$ cat src/rtl/serial_addsub_if.sv
// rtl/serial_addsub_if.sv - operand/control/result bundle for the serial adder-subtractor
// The master drives the operation request; the slave returns status and the registered result.
interface serial_addsub_if #(
  parameter int WIDTH = 8
);
  logic             start;
  logic             abort;
  logic [WIDTH-1:0] a;
  logic [WIDTH-1:0] b;
  logic             a_ns;
  logic             busy;
  logic             done;
  logic [WIDTH-1:0] result;
  logic             cout;
  logic             ovf;
  logic             zero;

  modport master (
    output start, abort, a, b, a_ns,
    input  busy, done, result, cout, ovf, zero
  );

  modport slave (
    input  start, abort, a, b, a_ns,
    output busy, done, result, cout, ovf, zero
  );
endinterface

$ cat src/rtl/serial_addsub.sv
// rtl/serial_addsub.sv - multi-cycle adder/subtractor processing BITS_PER_CYCLE bits per clock
// Operands are captured into shift registers and consumed LSB slice first through a carry register.
module serial_addsub #(
  parameter int WIDTH          = 8,
  parameter int BITS_PER_CYCLE = 1
) (
  input  logic           clk,
  input  logic           rst_n,
  serial_addsub_if.slave bus
);
  localparam int NSLICE = WIDTH / BITS_PER_CYCLE;
  localparam int CW     = (NSLICE > 1) ? $clog2(NSLICE) : 1;
  localparam logic [CW-1:0] LAST = CW'(NSLICE - 1);

  typedef enum logic [1:0] {IDLE, RUN, DONE} state_t;

  state_t              state;
  logic [WIDTH-1:0]    op_a;
  logic [WIDTH-1:0]    op_b;
  logic [WIDTH-1:0]    acc;
  logic                carry;
  logic [CW-1:0]       slice;
  logic                busy_q;
  logic                done_q;
  logic [WIDTH-1:0]    result_q;
  logic                cout_q;
  logic                ovf_q;
  logic                zero_q;

  logic [BITS_PER_CYCLE-1:0]       sum;
  logic [BITS_PER_CYCLE:0]         c;
  logic [WIDTH+BITS_PER_CYCLE-1:0] acc_wide;
  logic [WIDTH-1:0]                acc_next;

  // Ripple the current slice; the finished slice enters acc from the top so
  // after NSLICE shifts the LSB slice has landed at bit 0.
  always_comb begin
    c    = '0;
    sum  = '0;
    c[0] = carry;
    for (int i = 0; i < BITS_PER_CYCLE; i++) begin
      sum[i]   = op_a[i] ^ op_b[i] ^ c[i];
      c[i+1]   = (op_a[i] & op_b[i]) | (op_a[i] & c[i]) | (op_b[i] & c[i]);
    end
    acc_wide = {sum, acc};
    acc_next = acc_wide[WIDTH+BITS_PER_CYCLE-1:BITS_PER_CYCLE];
  end

  always_ff @(posedge clk or negedge rst_n) begin
    if (!rst_n) begin
      state    <= IDLE;
      op_a     <= '0;
      op_b     <= '0;
      acc      <= '0;
      carry    <= 1'b0;
      slice    <= '0;
      busy_q   <= 1'b0;
      done_q   <= 1'b0;
      result_q <= '0;
      cout_q   <= 1'b0;
      ovf_q    <= 1'b0;
      zero_q   <= 1'b0;
    end else begin
      done_q <= 1'b0;
      case (state)
        IDLE, DONE: begin
          if (bus.start) begin
            op_a   <= bus.a;
            op_b   <= bus.a_ns ? bus.b : ~bus.b;
            acc    <= '0;
            carry  <= ~bus.a_ns;
            slice  <= '0;
            busy_q <= 1'b1;
            state  <= RUN;
          end else begin
            state <= IDLE;
          end
        end
        RUN: begin
          if (bus.abort) begin
            busy_q <= 1'b0;
            state  <= IDLE;
          end else begin
            op_a  <= op_a >> BITS_PER_CYCLE;
            op_b  <= op_b >> BITS_PER_CYCLE;
            acc   <= acc_next;
            carry <= c[BITS_PER_CYCLE];
            slice <= slice + CW'(1);
            if (slice == LAST) begin
              // Last slice holds the MSB, so its top two carries give signed overflow.
              result_q <= acc_next;
              cout_q   <= c[BITS_PER_CYCLE];
              ovf_q    <= c[BITS_PER_CYCLE] ^ c[BITS_PER_CYCLE-1];
              zero_q   <= (acc_next == '0);
              done_q   <= 1'b1;
              busy_q   <= 1'b0;
              state    <= DONE;
            end
          end
        end
        default: begin
          busy_q <= 1'b0;
          state  <= IDLE;
        end
      endcase
    end
  end

  assign bus.busy   = busy_q;
  assign bus.done   = done_q;
  assign bus.result = result_q;
  assign bus.cout   = cout_q;
  assign bus.ovf    = ovf_q;
  assign bus.zero   = zero_q;
endmodule

$ cat src/flat_wrapper.sv
// flat-port wrapper written by rule: the top's interface ports become plain ports
module serial_addsub_flat 
#(
  parameter int WIDTH          = 8,
  parameter int BITS_PER_CYCLE = 1
)
  (clk, rst_n, bus_start, bus_abort, bus_a, bus_b, bus_a_ns, bus_busy, bus_done, bus_result, bus_cout, bus_ovf, bus_zero);
  serial_addsub_if #(.WIDTH(WIDTH)) bus_i ();
  input  logic clk;
  input  logic rst_n;
  input wire logic [$bits(bus_i.start)-1:0] bus_start;
  input wire logic [$bits(bus_i.abort)-1:0] bus_abort;
  input wire logic [$bits(bus_i.a)-1:0] bus_a;
  input wire logic [$bits(bus_i.b)-1:0] bus_b;
  input wire logic [$bits(bus_i.a_ns)-1:0] bus_a_ns;
  output wire logic [$bits(bus_i.busy)-1:0] bus_busy;
  output wire logic [$bits(bus_i.done)-1:0] bus_done;
  output wire logic [$bits(bus_i.result)-1:0] bus_result;
  output wire logic [$bits(bus_i.cout)-1:0] bus_cout;
  output wire logic [$bits(bus_i.ovf)-1:0] bus_ovf;
  output wire logic [$bits(bus_i.zero)-1:0] bus_zero;
  assign bus_i.start = bus_start;
  assign bus_i.abort = bus_abort;
  assign bus_i.a = bus_a;
  assign bus_i.b = bus_b;
  assign bus_i.a_ns = bus_a_ns;
  assign bus_busy = bus_i.busy;
  assign bus_done = bus_i.done;
  assign bus_result = bus_i.result;
  assign bus_cout = bus_i.cout;
  assign bus_ovf = bus_i.ovf;
  assign bus_zero = bus_i.zero;
  serial_addsub #(.WIDTH(WIDTH), .BITS_PER_CYCLE(BITS_PER_CYCLE)) u_core (.clk(clk), .rst_n(rst_n), .bus(bus_i));
endmodule
$ cat config.mk
export PLATFORM = sky130hd
export DESIGN_NAME = serial_addsub_flat
export DESIGN_NICKNAME = d
export VERILOG_FILES = /design/src/rtl/serial_addsub_if.sv /design/src/rtl/serial_addsub.sv /design/src/flat_wrapper.sv
export SDC_FILE = /design/constraint.sdc
export NUM_CORES = 1
export LEC_CHECK = 0
export CAP_MARGIN = 25
export CORE_UTILIZATION = 49
export CTS_BUF_LIST = sky130_fd_sc_hd__clkbuf_2
export DETAILED_ROUTE_END_ITERATION = 10
export PLACE_DENSITY = 0.78
export SLEW_MARGIN = 20
export SYNTH_ARGS = -nofsm -noshare
export SYNTH_HDL_FRONTEND = slang
export SYNTH_SLANG_ARGS = --single-unit
$ cat constraint.sdc
create_clock -name clk -period 1.5 [get_ports clk]
set_input_delay 0.45 -clock clk [delete_from_list [all_inputs] [get_ports clk]]
set_output_delay 0.45 -clock clk [all_outputs]
set_load 0.02 [all_outputs]
==> flow_metrics.py <==
metrics = {
    "timing": {
        "fmax_ghz": 0.6558,
        "setup_viol": 9,
        "final_max_slew_viol_count": 0,
        "timing.setup.tns_ns": -0.1852,
        "finClkSkew_ns": 0.01262,
        "setup_ws_ns": -0.02477,
        "period_share": 1.017,
        "relSlewSlack": 0.8317,
        "hold_viol": 0,
        "worst_pin_slew_ns": 0.2504,
        "rsz0062_at_grt": "yes",
        "min_period_ns": 1.525,
    },
    "layout": {
        "area_delta_synth_final_pct": 29.48,
        "fillCellCount": 299,
        "nets": 268,
        "drive_gt1_frac": 0.2541,
        "final_cells": 292,
        "diodes": 0,
        "fin_util": 0.6812,
    },
    "die": {
        "start_util": 0.5261,
        "rows": 22,
        "die_x_um": 65.40,
        "die_height_um": 65.40,
        "io-pin-count": 34,
        "core_sq_um": 3744,
        "dieArea_sq_um": 4277,
    },
    "synthesis": {
        "ys_top_cells_by_area": "dfrtp_1 53%, nand2_1 9.9%, a31oi_1 4.8%, nor3_1 3.8%, o21ai_0 3.6%",
        "synth.avg_cell_area_sq_um": 10.26,
        "syn_area_sq_um": 1969,
        "synth_flop_cell": "dfrtp_1",
        "ys_warn_count": 0,
        "ys_seq_area_frac": 0.5337,
        "ys_types": 28,
        "syn_inst": 192,
        "yosys_register_bits": 42,
        "synth.top_cells.by_count": "52 x nand2_1, 42 x dfrtp_1, 15 x a31oi_1, 15 x nor3_1, 14 x o21ai_0",
        "yosysTopAreaCell": "dfrtp_1",
        "async_flop_share": 1.000,
        "synth.most_common_cell": "nand2_1",
        "synth_top_area_frac": 0.5337,
        "synth_edf_count": 0,
        "syn_nets": 216,
    },
    "cts": {
        "cts_tree": "done",
        "cts_buffers": 5,
        "htreeDepth": 2,
        "clock_sinks": 42,
        "clk_latency_ns": 0.40,
        "clock-root-buffer": "clkbuf_2",
        "cts.path.max_buffers": 2,
        "path_clk_slew_ns": 0.19,
    },
    "routing": {
        "firstDrtPassIters": 4,
        "drcViolationCount": 0,
        "ant_nets": 0,
        "vias": 1550,
        "drt-total-wl_um": 3899,
        "via_per_inst": 5.308,
        "drt-initial-drc-count": 54,
        "wire_per_inst_um": 13.35,
    },
    "critical_path": {
        "crit_chain": "ha_2 -> ha_4 -> nand4bb_4 -> buf_12 -> mux2_4",
        "reg2reg_slack_ns": -0.02,
        "path_buf_inv": 1,
        "worstSetupPathType": "flop to flop",
        "regToRegEndpoint": "u_core.bus.result[4]",
        "worst_r2r_startpoint": "u_core.slice[0]",
        "rr_worst_depth": 5,
        "slowest_stage": "dfrtp_1",
        "required_ns": 1.80,
        "critPathCaptureType": "flop",
        "crit_family": "flip-flops",
        "cp_max_fo": 8,
        "max_stage_delay_ns": 0.42,
        "cp-start-kind": "flop",
        "arrival_ns": 1.83,
    },
    "grt": {
        "antenna_found_initial": 0,
        "grt_pass1_vias": 1467,
        "groute.usage.overall": 0.2014,
        "grt_pass1_wl_um": 6375,
        "grt_overflow": 0,
        "grt_max_degree": 43,
    },
    "placed_design": {
        "preCtsSetupSlack_ns": -0.2724,
        "dp_cells": 271,
        "dpl.hpwl_um": 2341,
        "routabilityCongestion": 0.7611,
        "port_buffers": 33,
    },
    "power_and_ir_drop": {
        "clkPwrFrac": 0.151,
        "p_int_uw": 2035,
        "p_sw_frac": 0.3390,
        "p_sw_uw": 1044,
        "p_leak_uw": 0.001207,
        "vdd_ir_drop_max_mv": 0.5986,
        "pwr-share-seq": 0.509,
        "p_per_area_nw_per_um2": 1207,
        "pwr-share-comb": 0.340,
    },
    "run_status": {
        "failed_checks": "negative setup slack",
        "outcome": "finished with violations",
    },
    "flow_run": {
        "max-cap-violations": 0,
    },
    "hold_path": {
        "min_path_type": "input port to asynchronous set/reset pin",
    },
}
## worst max-delay path by stage
stage | from | endpoint | slack [ns] | depth (start not counted)
6_report | u_core.slice[0] | u_core.bus.result[4] | -0.02 | 5
5_1_grt | u_core.slice[0] | u_core.bus.result[4] | -0.07 | 5
4_1_cts | u_core.slice[1] | u_core.bus.result[7] | -0.03 | 5
2_1_floorplan | u_core.slice[0] | u_core.bus.busy | 0.02 | 4
3_5_place_dp | bus_abort | u_core.op_b[5] | -0.27 | 6
3_3_place_gp | bus_abort | u_core.bus.result[1] | -0.23 | 4
## registers in the layout, summed over array words and instances (netlist names)
signal / count
u_core.bus.busy: 1
u_core.bus.zero: 1
u_core.bus.result: 8
u_core.bus.done: 1
u_core.slice: 3
u_core.carry: 1
u_core.op_b: 8
u_core.state: 2
u_core.bus.ovf: 1
u_core.bus.cout: 1
u_core.op_a: 8
u_core.acc: 7
## routing by layer
metal,GRT usage,part of all wire,vias to the layer above,wire [um]
li1,-,-,754,-
met1,0.2449,0.44,752,1724
met2,0.3428,0.51,37,1978
met3,0.04167,0.034,7,134
met4,0.08967,0.016,0,61
met5,0,0,-,0
## layout by cell type, fill, tap and decap left out, types with 2 or more instances in the layout
| cell type | instances |
|---|---|
| inv_1 | 4 |
| a31oi_1 | 15 |
| buf_2 | 14 |
| nor3_1 | 15 |
| mux2_4 | 6 |
| o21ai_1 | 2 |
| nand2_1 | 52 |
| clkdlybuf4s50_1 | 19 |
| o21ai_0 | 12 |
| dfrtp_1 | 42 |
| xnor2_1 | 8 |
| clkbuf_2 | 7 |
| nor2b_1 | 2 |
| mux2_2 | 3 |
| buf_4 | 19 |
| nand2b_1 | 3 |
| buf_12 | 5 |
## cell type report
type | count | area [sq um] | area share
Sequential cell | 42 | 1051 | 0.4122
Clock buffer | 7 | 35.03 | 0.01374
Multi-Input combinational cell | 132 | 850.8 | 0.3337
Inverter | 4 | 15.01 | 0.005888
Timing Repair Buffer | 59 | 538.0 | 0.2110
Tap cell | 48 | 60.06 | 0.02355
## per-stage QoR
stage	hold slack [ns]	area, sq um	total power (uW)
after floorplan	0.1544	1974	2188
after global placement	0.4395	2411	2510
after detailed placement	0.4387	2411	2541
after CTS	0.5116	2482	3023
after global routing	0.5342	2550	3299
final	0.5096	2550	3079
## logic make-up after synthesis
group | synth area share
AND/OR/NAND/NOR | 0.1817
multiplexers | 0.06417
XOR/XNOR | 0.04003
buffers and inverters | 0.05908
adder cells (fa/ha/maj) | 0.02287
flip-flops | 0.5337
AO/OA/AOI/OAI | 0.09848
## repair_timing
action | in CTS | in global routing
endpoints found under the hold margin | 42 | 0
hold buffers | 1 | 0
resized for setup | 54 | 6
pin swaps | 2 | 2
endpoints found under the setup margin | 22 | 12
cloned | 0 | 1
setup buffers | 9 | 3
## worst min-delay path, stage by stage
cell and delay [ns]:
dlygate4sd3_1 0.51, buf_2 0.12, buf_12 0.23
## power by group through the flow
stage / clock network [uW] / logic (uW) / registers [uW]
floorplan: 0 / 595 / 1590
global placement: 0 / 928 / 1580
detailed placement: 0 / 953 / 1590
CTS: 479 / 985 / 1560
global route: 528 / 1170 / 1600
finish: 465 / 1050 / 1570
Power figures use the tool's default switching activity.
